### src/rtl/iec_fast_serial_host.sv
// Host-side 1581 burst (fast serial) endpoint: shifts bytes MSB first over DATA/FCLK,
// driving FCLK when transmitting and sampling FCLK rising edges when receiving.
module iec_fast_serial_host #(
    parameter int HALF_PERIOD = 4,
    parameter int TIMEOUT     = 1024
) (
    input  logic       clk,
    input  logic       reset,
    input  logic       ce,
    input  logic       listen,
    input  logic [7:0] tx_data,
    input  logic       tx_valid,
    output logic       tx_ready,
    output logic       tx_done,
    output logic [7:0] rx_data,
    output logic       rx_valid,
    output logic       rx_err,
    output logic       busy,
    input  logic       iec_data_i,
    input  logic       iec_fclk_i,
    output logic       iec_data_o,
    output logic       iec_fclk_o
);
    localparam int HPW = $clog2(HALF_PERIOD + 1);
    localparam int TOW = $clog2(TIMEOUT + 1);
    localparam logic [HPW-1:0] HP_LAST = HPW'(HALF_PERIOD - 1);
    localparam logic [HPW-1:0] HP_ONE  = HPW'(1);
    localparam logic [TOW-1:0] TO_LAST = TOW'(TIMEOUT - 1);
    localparam logic [TOW-1:0] TO_ONE  = TOW'(1);

    typedef enum logic [1:0] {IDLE, TX_LOW, TX_HIGH, RX} state_t;

    state_t         state, state_nx;
    logic [7:0]     shreg, shreg_nx, rx_data_nx, shift_in;
    logic [3:0]     bitcnt, bitcnt_nx;
    logic [HPW-1:0] hp_cnt, hp_cnt_nx;
    logic [TOW-1:0] to_cnt, to_cnt_nx;
    logic           tx_done_nx, rx_valid_nx, rx_err_nx;
    logic [1:0]     data_sync, fclk_sync;
    logic           fclk_prev, fclk_rise, data_bit;

    // Synchronisers idle at the released bus level; the edge flag and its DATA bit are
    // registered together so the sampled bit stays aligned with the FCLK rise.
    always_ff @(posedge clk or posedge reset) begin
        if (reset) begin
            data_sync <= 2'b11;
            fclk_sync <= 2'b11;
            fclk_prev <= 1'b1;
            fclk_rise <= 1'b0;
            data_bit  <= 1'b1;
        end else begin
            // NOTE: non-blocking assignments let every flop sample pre-edge values, which is what makes this a shift chain.
            data_sync <= {data_sync[0], iec_data_i};
            fclk_sync <= {fclk_sync[0], iec_fclk_i};
            fclk_prev <= fclk_sync[1];
            fclk_rise <= fclk_sync[1] & ~fclk_prev;
            data_bit  <= data_sync[1];
        end
    end

    assign shift_in = {shreg[6:0], data_bit};

    always_comb begin
        // NOTE: every output of this block gets a default first, so no path can infer a latch.
        state_nx    = state;
        shreg_nx    = shreg;
        bitcnt_nx   = bitcnt;
        hp_cnt_nx   = hp_cnt;
        to_cnt_nx   = to_cnt;
        rx_data_nx  = rx_data;
        tx_done_nx  = 1'b0;
        rx_valid_nx = 1'b0;
        rx_err_nx   = 1'b0;
        case (state)
            IDLE: begin
                if (tx_valid && tx_ready) begin
                    shreg_nx  = tx_data;
                    bitcnt_nx = 4'd0;
                    hp_cnt_nx = '0;
                    state_nx  = TX_LOW;
                end else if (listen && fclk_rise) begin
                    shreg_nx  = shift_in;
                    bitcnt_nx = 4'd1;
                    to_cnt_nx = '0;
                    state_nx  = RX;
                end
            end
            TX_LOW: begin
                if (ce) begin
                    if (hp_cnt == HP_LAST) begin
                        hp_cnt_nx = '0;
                        state_nx  = TX_HIGH;
                    end else begin
                        hp_cnt_nx = hp_cnt + HP_ONE;
                    end
                end
            end
            TX_HIGH: begin
                if (ce) begin
                    if (hp_cnt == HP_LAST) begin
                        hp_cnt_nx = '0;
                        shreg_nx  = {shreg[6:0], 1'b0};
                        bitcnt_nx = bitcnt + 4'd1;
                        if (bitcnt_nx == 4'd8) begin
                            tx_done_nx = 1'b1;
                            state_nx   = IDLE;
                        end else begin
                            state_nx = TX_LOW;
                        end
                    end else begin
                        hp_cnt_nx = hp_cnt + HP_ONE;
                    end
                end
            end
            RX: begin
                if (fclk_rise) begin
                    shreg_nx  = shift_in;
                    bitcnt_nx = bitcnt + 4'd1;
                    to_cnt_nx = '0;
                    if (bitcnt == 4'd7) begin
                        rx_data_nx  = shift_in;
                        rx_valid_nx = 1'b1;
                        state_nx    = IDLE;
                    end
                end else if (ce) begin
                    if (to_cnt == TO_LAST) begin
                        rx_err_nx = 1'b1;
                        shreg_nx  = '0;
                        bitcnt_nx = 4'd0;
                        to_cnt_nx = '0;
                        state_nx  = IDLE;
                    end else begin
                        to_cnt_nx = to_cnt + TO_ONE;
                    end
                end
            end
            default: state_nx = IDLE;
        endcase
    end

    always_ff @(posedge clk or posedge reset) begin
        if (reset) begin
            state    <= IDLE;
            shreg    <= '0;
            bitcnt   <= 4'd0;
            hp_cnt   <= '0;
            to_cnt   <= '0;
            rx_data  <= '0;
            tx_done  <= 1'b0;
            rx_valid <= 1'b0;
            rx_err   <= 1'b0;
        end else begin
            state    <= state_nx;
            shreg    <= shreg_nx;
            bitcnt   <= bitcnt_nx;
            hp_cnt   <= hp_cnt_nx;
            to_cnt   <= to_cnt_nx;
            rx_data  <= rx_data_nx;
            tx_done  <= tx_done_nx;
            rx_valid <= rx_valid_nx;
            rx_err   <= rx_err_nx;
        end
    end

    // Bus drives decode straight from state so reset releases both lines without waiting for a clock.
    assign tx_ready   = (state == IDLE) && !listen;
    assign busy       = (state != IDLE);
    assign iec_fclk_o = (state != TX_LOW);
    assign iec_data_o = (state == TX_LOW || state == TX_HIGH) ? shreg[7] : 1'b1;

endmodule

### config.mk
export PLATFORM = sky130hd
export DESIGN_NAME = iec_fast_serial_host
export DESIGN_NICKNAME = d
export VERILOG_FILES = /design/src/rtl/iec_fast_serial_host.sv
export SDC_FILE = /design/constraint.sdc
export NUM_CORES = 1
export LEC_CHECK = 0
export BUFFER_PORTS_ARGS = -buffer_cell sky130_fd_sc_hd__buf_2
export CORE_MARGIN = 2
export CORE_UTILIZATION = 38
export CTS_CLUSTER_DIAMETER = 120
export DETAILED_ROUTE_END_ITERATION = 8
export GPL_TIMING_DRIVEN = 0
export PLACE_DENSITY_LB_ADDON = 0.08
export RECOVER_POWER = 100
export REMOVE_ABC_BUFFERS = 1
export SKIP_CTS_REPAIR_TIMING = 1
export SLEW_MARGIN = 10
export SYNTH_ARGS = -nofsm -noshare
export SYNTH_HDL_FRONTEND = slang
export SYNTH_SLANG_ARGS = --single-unit
### constraint.sdc
create_clock -name clk -period 4.6 [get_ports clk]
set_input_delay 0.46 -clock clk [delete_from_list [all_inputs] [get_ports clk]]
set_output_delay 0.46 -clock clk [all_outputs]
set_load 0.02 [all_outputs]
# --- Word-level counts from Yosys, hierarchy flattened ---
# Cells that the tools add are included.
totals:
  reg_bits: 46
  latch_bits: 0
  ram_bits: 0
  mem_bits_ro: 0
  out_inout_bits: 15
  memories: 0
op_classes:
  addsub: 3
  multipliers: 0
  div: 0
  order_cmp: 0
  eq_ne: 20
  shift: 0
  mux: 50
  bitwise_logic: 2
  reduce_logical: 16
op_table:
  columns: ["operator", "count"]
  rows:
  - ["2-to-1 mux 8 bit", 7]
  - ["2-to-1 mux 11 bit", 5]
  - ["2-to-1 mux 4 bit", 7]
  - ["case mux 8 bit (3 select lines)", 1]
  - ["case mux 11 bit (2 select lines)", 1]
  - ["2-to-1 mux 2 bit", 10]
  - ["!= test 2 bit, second input constant", 7]
  - ["2-to-1 mux 1 bit", 13]
  - ["!= test 3 bit, second input constant", 4]
  - ["case mux 4 bit (3 select lines)", 1]
  - ["adder 11 x 1 -> 11 bit, second input constant", 1]
  - ["equality test 11 x 10 -> 1 bit, second input constant", 1]
  - ["2-to-1 mux 3 bit", 3]
  - ["case mux 2 bit (4 select lines)", 1]
  - ["AND reduction 8 bit", 1]
  - ["case mux 3 bit (2 select lines)", 1]
  - ["AND reduction 3 bit", 2]
  - ["AND reduction 6 bit", 1]
  - ["nonzero test 2 bit", 3]
  - ["adder 4 x 1 -> 4 bit, second input constant", 1]
  - ["equality test 2 bit, second input constant", 2]
  - ["equality test 4 x 3 -> 1 bit, second input constant", 1]
  - ["equality test 4 bit, second input constant", 1]
  - ["!= test 2 x 1 -> 1 bit, second input constant", 2]
  - ["12 further kinds", 14]

# --- Logic depth before layout (Yosys ltp) ---
# Gate-level depths: netlist (run 1).
depth:
  ltp_word: 6
  mapped_depth: 8
  mapped_depth_nobuf: 7

# --- Worst setup path after synthesis (run 1) ---
# OpenSTA, ideal clock, no wires.
synth_timing:
  path_type: "register to register"
  from: "reg state[0]"
  to: "reg shreg[0]"
  setup_ns: 0.077
  t_arrival_ns: 2.045
  required_ns: 4.523
  path_slack_ns: 2.478
  stages_incl_launch_ff: 8
  path_buffers: 0
  synth_period_minus_slack_ns: 2.122
  cell_sequence: "dfrtp_1 -> inv_1 -> ha_1 -> nor2b_1 -> nand2_1 -> nor3_1 -> a22oi_1 -> o21ai_1"
synth_between:
  elab_chain_cells: 5
  word_cells_on_any_way: 14
  cone_classes: "eq/ne: 7; mux: 2; reduce/logical: 5"
synth_rtl:
  columns: ["element", "line", "rtl"]
  rows:
  - ["start: declaration", "33", "state_t state, state_nx;"]
  - ["start signal: assignment", "153", "state <= state_nx;"]
  - ["zero test 2 bit (*)", "166", "assign tx_ready = (state == IDLE) && !listen;"]
  - ["logical AND 1 bit (*)", "166", null]
  - ["via tx_ready", "13", "output logic tx_ready,"]
  - ["logical AND 1 bit (*)", "76", "if (tx_valid && tx_ready) begin"]
  - ["!= test 3 bit (no line) / 2-to-1 mux 8 bit (equally long branches)", null, null]
  - ["AND reduction 6 bit (no line) / case mux 8 bit (3 select lines) (equally long branches)", null, null]
  - ["end signal: assignment", "154", "shreg <= shreg_nx;"]
  - ["end: declaration", "34", "logic [7:0] shreg, shreg_nx, rx_data_nx, shift_in;"]
# The timed path passes the listed nets; every way through them passes the cells marked *.
# A chain may end at the register's enable or synchronous reset.

# --- Final worst setup path (run 1) ---
layout_timing:
  from: "reg state[0]"
  to: "reg bitcnt[3]"
layout_between:
  elab_chain_cells: 5
  word_cells_on_any_way: 14
  cone_classes: "eq/ne: 7; mux: 2; reduce/logical: 5"
layout_rtl:
  columns: ["element", "line", "rtl"]
  rows:
  - ["zero test 2 bit", "74, 166", null]
  - ["logical AND 1 bit", "166", null]
  - ["logical AND 1 bit", "76", null]
  - ["!= test 3 bit (no line) / 2-to-1 mux 4 bit (equally long branches)", null, null]
  - ["AND reduction 6 bit (no line) / case mux 4 bit (3 select lines) (equally long branches)", null, null]
  - ["end signal: assignment", "155", "bitcnt <= bitcnt_nx;"]
  - ["end: declaration", "35", "logic [3:0] bitcnt, bitcnt_nx;"]
# Several ways; a longest one is shown, not always the timed one.

==> results.json, run 1 <==
{
  "status": "finished with violations",
  "violations": "max-capacitance violations, max-slew violations",
  "use_met3_pct": 4.72,
  "synthMuxAreaShare_pct": 5.39,
  "worstReg2RegEnd": "bitcnt[3]$_DFFE_PP0P_",
  "synth_top_area_share_pct": 44.9,
  "clockBufferDepth": 2,
  "cts_made_buffers": 5,
  "r2r_start": "state[0]$_DFFE_PP0P_",
  "placed_cells": 316,
  "crit_required_ps": 4790,
  "drc": 0,
  "multi_input_area_um2": 1010,
  "synthFlopType": "dfrtp_1",
  "core_area_um2": 5570,
  "die_area_um2": 6500,
  "grt_max_degree": 25,
  "hp-class": "in2reg",
  "first_pass_iters": 4,
  "finClkSkew_ps": 3.69,
  "insertion_delay_ps": 300,
  "syn_area_um2": 2230,
  "synth_top_area_cell": "dfrtp_1",
  "clk_pin_slew_ps": 90,
  "routed_wl_um": 4460,
  "start_util_pct": 40.0,
  "synthXorXnorAreaFrac_pct": 0,
  "cpLargestDelayFamily": "compound AO/OA/AOI/OAI gates",
  "cp-start-kind": "flip-flop",
  "p_leak_nw": 1.08,
  "wl_per_cell_um": 13.8,
  "clkSinkCount": 46,
  "nets": 275,
  "finalCriticalPeriod_ps": 3110,
  "synth.avg_cell_area_um2": 10.2,
  "cp_max_fo": 24,
  "routabilityCongestion": 0.789,
  "cts_root_buffer": "clkbuf_8",
  "fin_util_pct": 45.1,
  "grt-ovfl-total": 0,
  "antenna_found_initial": 0,
  "vias_per_cell": 5.21,
  "met1_usage_pct": 20.8,
  "crit_chain": "ha_1 -> nor2b_1 -> nor2_1 -> o2111ai_1 -> nor4_1 -> a211o_1",
  "port_buffers": 29,
  "cp_slowest_stage_delay_ps": 1200,
  "power_density_nw_per_um2": 514,
  "use_met2_pct": 23.6,
  "register_area_um2": 1160,
  "synth_compound_area_share_pct": 19.2,
  "fill_cells": 548,
  "yosysWarnings": 0,
  "ys_ff_latch": 46,
  "rows": 27,
  "synth_most_common_cell": "dfrtp_1",
  "grt_pass1_vias": 1593,
  "setup.worst_path.class": "reg2reg",
  "synth.area.top_cells": "dfrtp_1 (45%), dfstp_2 (7.1%), nand2_1 (5.2%)",
  "setup_viol": 0,
  "finalMaxSlewViolations": 25,
  "die_x_um": 80.6,
  "slowest_stage": "o2111ai_1",
  "max_cap_violations": 1,
  "synth_simple_gate_area_share_pct": 15.9,
  "worstMarginPinSlew_ps": 1510,
  "yosysUniqueCellTypes": 38,
  "postRouteAntennaNets": 0,
  "endpoint_kind": "flip-flop",
  "drt-initial-drc-count": 98,
  "cp.arrival_ps": 3300,
  "dieHeight_um": 80.6,
  "vdd_ir_drop_max_mv": 0.225,
  "n_antenna_cell": 0,
  "rr_worst_depth": 6,
  "syn_to_final_growth_pct": 12.8,
  "rsz0062_at_grt": "no",
  "synth_top_family_by_area": "compound AO/OA/AOI/OAI gates",
  "clock.fmax_ghz": 0.321,
  "grt_usage_pct": 15.4,
  "finalNonFillerCells": 324,
  "crit_path_end": "bitcnt[3]$_DFFE_PP0P_",
  "vias": 1688,
  "hold_viol": 0,
  "cp-startpoint": "state[0]$_DFFE_PP0P_",
  "synth_edf_count": 0,
  "ff2ff_setup_slack_ps": 1490,
  "path_buf_inv": 0,
  "ys_async_sr_fraction_pct": 100,
  "dp_hpwl_um": 3190,
  "top_level_ports": 30,
  "ys_seq_area_share_pct": 52.0,
  "top_usage_layer": "met2",
  "fin_setup_tns_ps": 0,
  "htree_levels": 2,
  "slew_headroom_pct": -0.968,
  "synth_fa_ha_area_share_pct": 5.05,
  "cts_tree": "yes",
  "period_share_pct": 67.7,
  "path_depth": 6,
  "synth_common_cells": "dfrtp_1 (40), nand2_1 (31), o21ai_0 (17)",
  "drive_gt1_share_pct": 15.5,
  "syn_inst": 218,
  "grt_first_pass_wirelength_um": 7670
}
worst reg2reg max path, cell delays in order, from the launching register on:
cell and delay, ps:
dfrtp_1 390, ha_1 380, nor2b_1 520, nor2_1 110, o2111ai_1 1200, nor4_1 130, a211o_1 280
routing by layer:
metal | wire length (um) | vias up | part of all wire, %
met5 | 0 | - | 0
met4 | 57 | 0 | 1.3
met3 | 297 | 6 | 6.7
met2 | 1950 | 41 | 44
met1 | 2160 | 796 | 48
li1 | - | 845 | -
cell type report:
class	count	share of cell area [%]
Sequential cell	46	46.1
Multi-Input combinational cell	158	40.1
Timing Repair Buffer	30	5.17
Tap cell	72	3.58
Clock buffer	5	2.74
Inverter	10	1.49
Clock inverter	3	0.846
placed cells by master, fill, tap and decap left out, drive strengths merged, types with 2 or more instances in the layout:
cell type	n
inv	10
a21oi	6
nor3	6
clkbuf	21
mux2	8
o21ai	33
nand2b	8
nand2	31
dfstp	6
buf	14
a22oi	8
nand3	10
dfrtp	40
o41ai	4
nand4	2
mux2i	3
clkinv	2
nor2b	3
o31ai	3
ha	9
nor2	8
a21boi	2
worst min-delay path by stage:
stage,startpoint,end,slack (ps),depth (start not counted)
after floorplan,data_sync[1]$_DFF_PP1_,data_bit$_DFF_PP1_,350,0
after global placement,data_sync[0]$_DFF_PP1_,data_sync[1]$_DFF_PP1_,350,0
after detailed placement,data_sync[1]$_DFF_PP1_,data_bit$_DFF_PP1_,350,0
after CTS,reset,shreg[2]$_DFFE_PP0P_,200,2
after global routing,iec_data_i,data_sync[0]$_DFF_PP1_,230,1
final,iec_fclk_i,fclk_sync[0]$_DFF_PP1_,250,1
registers in the layout, indices dropped and copies added (netlist names):
signal and cells:
bitcnt 4, data_bit 1, data_sync 2, fclk_prev 1, fclk_rise 1, fclk_sync 2, hp_cnt 3, rx_data 8
rx_err 1, rx_valid 1, shreg 8, state 2, to_cnt 11, tx_done 1
cells by family after synthesis:
logic type               Yosys count
AND/OR/NAND/NOR                   73
AO/OA/AOI/OAI                     65
flip-flops                        46
buffers and inverters             14
multiplexers                      11
adder cells (fa/ha/maj)            9
through the flow:
step | area, um2 | setup WS [ps] | power [mW] | hold slack, ps
after global routing | 2510 | 1090 | 1.41 | 234
after global placement | 2450 | 1940 | 1.08 | 346
after detailed placement | 2470 | 1910 | 1.08 | 347
final | 2510 | 1490 | 1.29 | 251
after floorplan | 2210 | 2390 | 0.938 | 345
after CTS | 2560 | 1890 | 1.34 | 201
report_power, final:
group	leakage, nW	internal (mW)	switching [mW]
Combinational	0.429	0.178	0.330
Sequential	0.605	0.474	0.0633
Clock	0.0441	0.107	0.140
Total	1.08	0.759	0.534
Power figures use the tool's default switching activity.
==> run 2, diff against run 1 <==
clock period = 2.85 ns   (was 4.6 ns; I/O delays follow)
==> run 2 against run 1 <==
The run now ends clean. Die area unchanged. Clock-buffer cell count did not move. Non-clock buffer count did not move.
==> results.json, run 2 (synthesis results as in run 1) <==
{
  "finalMaxSlewViolations": 0,
  "final_cell_mix": "dfrtp_1 (40), nand2_1 (31), o21ai_0 (30)",
  "first_pass_iters": 4,
  "setup_viol": 0,
  "power_density_nw_per_um2": 837,
  "largest_register_ff_count": 11,
  "use_met3_pct": 4.72,
  "final_common_cell": "dfrtp_1",
  "vias": 1692,
  "hold_viol": 0,
  "grt-ovfl-total": 0,
  "cp.arrival_ps": 2630,
  "core_area_um2": 5570,
  "slew_headroom_pct": 14.7,
  "cts_made_buffers": 5,
  "period_share_pct": 85.6,
  "top_register": "to_cnt",
  "n_antenna_cell": 0,
  "hp-class": "in2reg",
  "grt_max_degree": 25,
  "placed_area_um2": 2470,
  "setup.worst_path.class": "reg2reg",
  "p_leak_nw": 1.08,
  "power.switching_mw": 0.880,
  "die_area_um2": 6500,
  "rsz0062_at_grt": "no",
  "crit_required_ps": 3040,
  "postRouteAntennaNets": 0,
  "worstMarginPinSlew_ps": 1280,
  "dieHeight_um": 80.6,
  "grt_usage_pct": 15.4,
  "swShare_pct": 41.5,
  "wl_per_cell_um": 13.8,
  "status": "finished clean",
  "holdPathStages": 1,
  "p_int_mw": 1.24,
  "drt-initial-drc-count": 90,
  "clkSinkCount": 46,
  "fill_cells": 547,
  "syn_to_final_growth_pct": 13.6,
  "drive_gt1_share_pct": 15.9,
  "endpoint_kind": "flip-flop",
  "cts_root_buffer": "clkbuf_8",
  "top_level_ports": 30,
  "routabilityCongestion": 0.789,
  "vias_per_cell": 5.22,
  "top_usage_layer": "met2",
  "insertion_delay_ps": 300,
  "clock.fmax_ghz": 0.410,
  "clockBufferDepth": 2,
  "top_regs": "to_cnt: 11 flops, rx_data: 8 flops, shreg: 8 flops",
  "dp_hpwl_um": 3190,
  "p_seq_share_pct": 40.9,
  "htree_levels": 2,
  "drc": 0,
  "finalCriticalPeriod_ps": 2440,
  "finClkSkew_ps": 2.89,
  "vdd_ir_drop_max_mv": 0.345,
  "start_util_pct": 40.0,
  "port_buffers": 29,
  "grt_first_pass_wirelength_um": 7670,
  "cp-start-kind": "flip-flop",
  "rr_worst_depth": 6,
  "cts_tree": "yes",
  "routed_wl_um": 4480,
  "ff2ff_setup_slack_ps": 410,
  "max_cap_violations": 0,
  "postLayoutCellArea_um2": 2530,
  "cp_max_fo": 24,
  "use_met2_pct": 23.6,
  "antenna_found_initial": 0,
  "die_x_um": 80.6,
  "clk_pin_slew_ps": 90,
  "grt_pass1_vias": 1593,
  "power_frac_comb_pct": 40.3,
  "pwr-share-clk_pct": 18.8,
  "nets": 275,
  "rows": 27,
  "met1_usage_pct": 20.8,
  "fin_setup_tns_ps": 0
}
==> run 2: changes by cell type in the layout (fill, tap and decap cells not counted) <==
cell,change
o2111ai_4,+1
o2111ai_1,-1
==> run 2: layout make-up <==
class / instances / area (um2) / area share, %
clock buffer: 5 / 68.8 / 2.72
sequential: 46 / 1160 / 45.8
timing repair buffer: 30 / 130 / 5.14
tap: 72 / 90.1 / 3.56
clock inverter: 3 / 21.3 / 0.840
multi-input combinational: 158 / 1030 / 40.5
inverter: 10 / 37.5 / 1.48
==> run 2: routing by layer <==
metal  wire length, um  share of wire (%)
met4                41               0.91
met2              1960                 44
met3               262                5.8
met1              2220                 49
met5                 0                  0
==> run 2: path summary, 6_finish.rpt <==
kind,startpoint,end
setup reg to reg,state[1]$_DFFE_PP0P_,bitcnt[3]$_DFFE_PP0P_
hold reg to reg,data_sync[1]$_DFF_PP1_,data_bit$_DFF_PP1_
min in group asynchronous,reset,rx_data[2]$_DFFE_PP0P_
setup / recovery,state[1]$_DFFE_PP0P_,bitcnt[3]$_DFFE_PP0P_
hold / removal,iec_fclk_i,fclk_sync[0]$_DFF_PP1_
max in group asynchronous,reset,tx_done$_DFF_PP0_
==> run 2: power by group through the flow <==
stage	Combinational, mW	Sequential (mW)	Clock, mW
after floorplan	0.660	0.854	0
after global placement	0.866	0.878	0
after detailed placement	0.869	0.878	0
after CTS	0.870	0.867	0.421
after global routing	0.968	0.887	0.448
final	0.854	0.868	0.398
==> run 2: per-stage QoR <==
step	total power, mW	hold slack, ps	utilization, %	worst slack [ps]	cells
floorplan	1.51	289	-	641	214
global placement	1.74	346	43.9	190	315
detailed placement	1.75	347	44.2	156	316
CTS	2.16	26.1	45.9	144	324
global route	2.30	59.1	45.4	112	324
finish	2.12	75.7	45.4	410	324
==> run 2: worst max-delay path: stages, from the launching register on <==
cell and delay, ps:
dfrtp_1 380, ha_1 370, nor2b_1 510, nor2_1 170, o2111ai_4 530, nor4_1 120
a211o_1 240
==> run 3, diff against run 2 <==
ABC_AREA = 1   (was unset)
CORE_UTILIZATION = 40   (was 38)
SKIP_CTS_REPAIR_TIMING = unset   (was 1)
==> run 3 against run 2 <==
Hold slack got worse by 6.2 ps. Area after synthesis rose by 5.2%. Cell count rose by 25%. Global-route usage rose by 1.4 points. Combinational power rose by 2%. Clock power rose by 14%. Sequential power fell by 3.2%. Worst setup slack improved by 230 ps. Synthesized cell count rose by 35%. Core utilization rose by 1.9 points. Sequential cell count did not move. Wire length rose by 6.2%. Critical endpoint is now shreg[2]$_DFFE_PP0P_.
==> results.json, run 3 <==
{
  "die_area_um2": 6490,
  "synth_fa_ha_area_share_pct": 4.80,
  "drive_gt1_share_pct": 12.0,
  "synth_top_family_by_area": "simple AND/OR/NAND/NOR gates",
  "finalCriticalPeriod_ps": 2210,
  "max_cap_violations": 0,
  "cts_root_buffer": "clkbuf_8",
  "finalNonFillerCells": 404,
  "rsz0062_at_grt": "no",
  "fin_setup_tns_ps": 0,
  "synth.avg_cell_area_um2": 7.95,
  "endpoint_kind": "flip-flop",
  "power.switching_mw": 0.920,
  "swShare_pct": 42.6,
  "cp.arrival_ps": 2450,
  "vias_per_cell": 4.54,
  "power_density_nw_per_um2": 820,
  "final_cell_mix": "nand2_1 (111), inv_1 (40), dfrtp_1 (40)",
  "synth_compound_area_share_pct": 7.36,
  "finalMaxSlewViolations": 0,
  "clockBufferDepth": 2,
  "slew_headroom_pct": 46.9,
  "n_antenna_cell": 0,
  "clkSinkCount": 46,
  "wl_per_cell_um": 11.8,
  "syn_inst": 295,
  "synth.area.top_cells": "dfrtp_1 (43%), nand2_1 (18%), dfstp_2 (6.7%)",
  "hp-class": "in2reg",
  "vias": 1833,
  "antenna_found_initial": 0,
  "cp-start-kind": "flip-flop",
  "insertion_delay_ps": 310,
  "clk_pin_slew_ps": 90,
  "p_int_mw": 1.24,
  "rows": 27,
  "drt-initial-drc-count": 119,
  "routabilityCongestion": 0.803,
  "ys_seq_area_share_pct": 49.4,
  "final_common_cell": "nand2_1",
  "drc": 0,
  "clock.fmax_ghz": 0.453,
  "grt_usage_pct": 16.8,
  "pwr-share-clk_pct": 21.0,
  "power_mw": 2.16,
  "dp_slack_ps": 729,
  "placed_area_um2": 2580,
  "ys_ff_latch": 46,
  "yosysWarnings": 0,
  "synth_edf_count": 0,
  "top_level_ports": 30,
  "ys_async_sr_fraction_pct": 100,
  "dp_hpwl_um": 3510,
  "synthMuxAreaShare_pct": 0,
  "synth_top_area_share_pct": 42.7,
  "top_register": "to_cnt",
  "finClkSkew_ps": 8.56,
  "setup.worst_path.class": "reg2reg",
  "vdd_ir_drop_max_mv": 0.353,
  "routed_wl_um": 4760,
  "htree_levels": 2,
  "grt-ovfl-total": 0,
  "power_frac_comb_pct": 40.2,
  "status": "finished clean",
  "start_util_pct": 42.1,
  "synth_simple_gate_area_share_pct": 29.6,
  "synth_common_cells": "nand2_1 (110), dfrtp_1 (40), inv_1 (39)",
  "post_cts_buffers": 0,
  "hold_viol": 0,
  "setup_viol": 0,
  "period_share_pct": 77.5,
  "grt_pass1_vias": 1819,
  "die_x_um": 80.6,
  "dieHeight_um": 80.6,
  "first_pass_iters": 4,
  "synthFlopType": "dfrtp_1",
  "crit_required_ps": 3090,
  "nets": 355,
  "postLayoutCellArea_um2": 2640,
  "p_leak_nw": 1.40,
  "setup_ws_ps": 640,
  "port_buffers": 29,
  "worstMarginPinSlew_ps": 796,
  "largest_register_ff_count": 11,
  "hold_buffers": 1,
  "syn_to_final_growth_pct": 12.4,
  "yosysUniqueCellTypes": 27,
  "synthXorXnorAreaFrac_pct": 1.12,
  "cts_tree": "yes",
  "postRouteAntennaNets": 0,
  "synth_most_common_cell": "nand2_1",
  "cts_resized": 0,
  "p_seq_share_pct": 38.8,
  "synth_top_area_cell": "dfrtp_1",
  "top_regs": "to_cnt: 11 flops, rx_data: 8 flops, shreg: 8 flops",
  "grt_max_degree": 33,
  "grt_first_pass_wirelength_um": 8360,
  "core_area_um2": 5570,
  "syn_area_um2": 2340,
  "placed_cells": 395,
  "cts_made_buffers": 5,
  "cp_max_fo": 17
}
-- run 3: changes by cell type after synthesis, moves of 4 or more --
cell      delta
a22oi_1      -8
inv_1       +29
mux2_2       -8
nand2_1     +79
nand2b_1     -8
nor2_1      +15
nor3_1       -4
o21ai_1     -16
-- run 3: layout make-up --
type | count | area, um2
timing repair buffer | 31 | 141
clock buffer | 7 | 96.3
clock inverter | 1 | 8.76
multi-input combinational | 205 | 983
fill | 580 | 2940
inverter | 42 | 158
sequential | 46 | 1160
tap | 72 | 90.1
-- run 3: routing by layer --
| layer | global-route usage, % | part of all wire, % |
|---|---|---|
| met5 | 0 | 0 |
| met4 | 6.61 | 1.8 |
| met3 | 2.92 | 3.3 |
| met2 | 26.2 | 44 |
| met1 | 23.1 | 51 |
-- run 3: path summary, 6_finish.rpt --
check	from	to	slack [ps]	cells past startpoint
hold reg to reg	data_sync[0]$_DFF_PP1_	data_sync[1]$_DFF_PP1_	360	0
hold / removal	iec_data_i	data_sync[0]$_DFF_PP1_	70	1
max in group asynchronous	reset	rx_data[0]$_DFFE_PP0P_	1100	4
setup reg to reg	state[1]$_DFFE_PP0P_	shreg[2]$_DFFE_PP0P_	640	10
setup / recovery	state[1]$_DFFE_PP0P_	shreg[2]$_DFFE_PP0P_	640	10
min in group asynchronous	reset	to_cnt[7]$_DFFE_PP0P_	570	3
-- run 3: metrics by stage --
stage	utilization (%)	hold slack, ps
5_1_grt	47.3	54.5
6_report	47.3	69.5
3_5_place_dp	46.2	279
4_1_cts	48.3	61.1
2_1_floorplan	-	289
3_3_place_gp	45.9	346
-- run 3: cell families after synthesis --
group,count (synthesis)
XOR/XNOR,3
AO/OA/AOI/OAI,30
flip-flops,46
buffers and inverters,44
AND/OR/NAND/NOR,163
adder cells (fa/ha/maj),9
-- run 3: critical path, stage by stage, from the launching register on --
cell and delay (ps):
dfrtp_1 440, inv_1 120, ha_1 260, nand3_1 200, nand3_1 120, nand2_1 70, nor2_1 90, nand2_1 340
inv_1 340, nand2_1 90, nand2_1 70
-- run 3: power groups by stage --
stage / Combinational (mW) / Sequential (mW) / Clock (mW)
3_5_place_dp: 0.930 / 0.850 / 0
5_1_grt: 1.03 / 0.854 / 0.494
3_3_place_gp: 0.916 / 0.850 / 0
6_report: 0.870 / 0.840 / 0.453
2_1_floorplan: 0.709 / 0.825 / 0
4_1_cts: 0.932 / 0.840 / 0.468
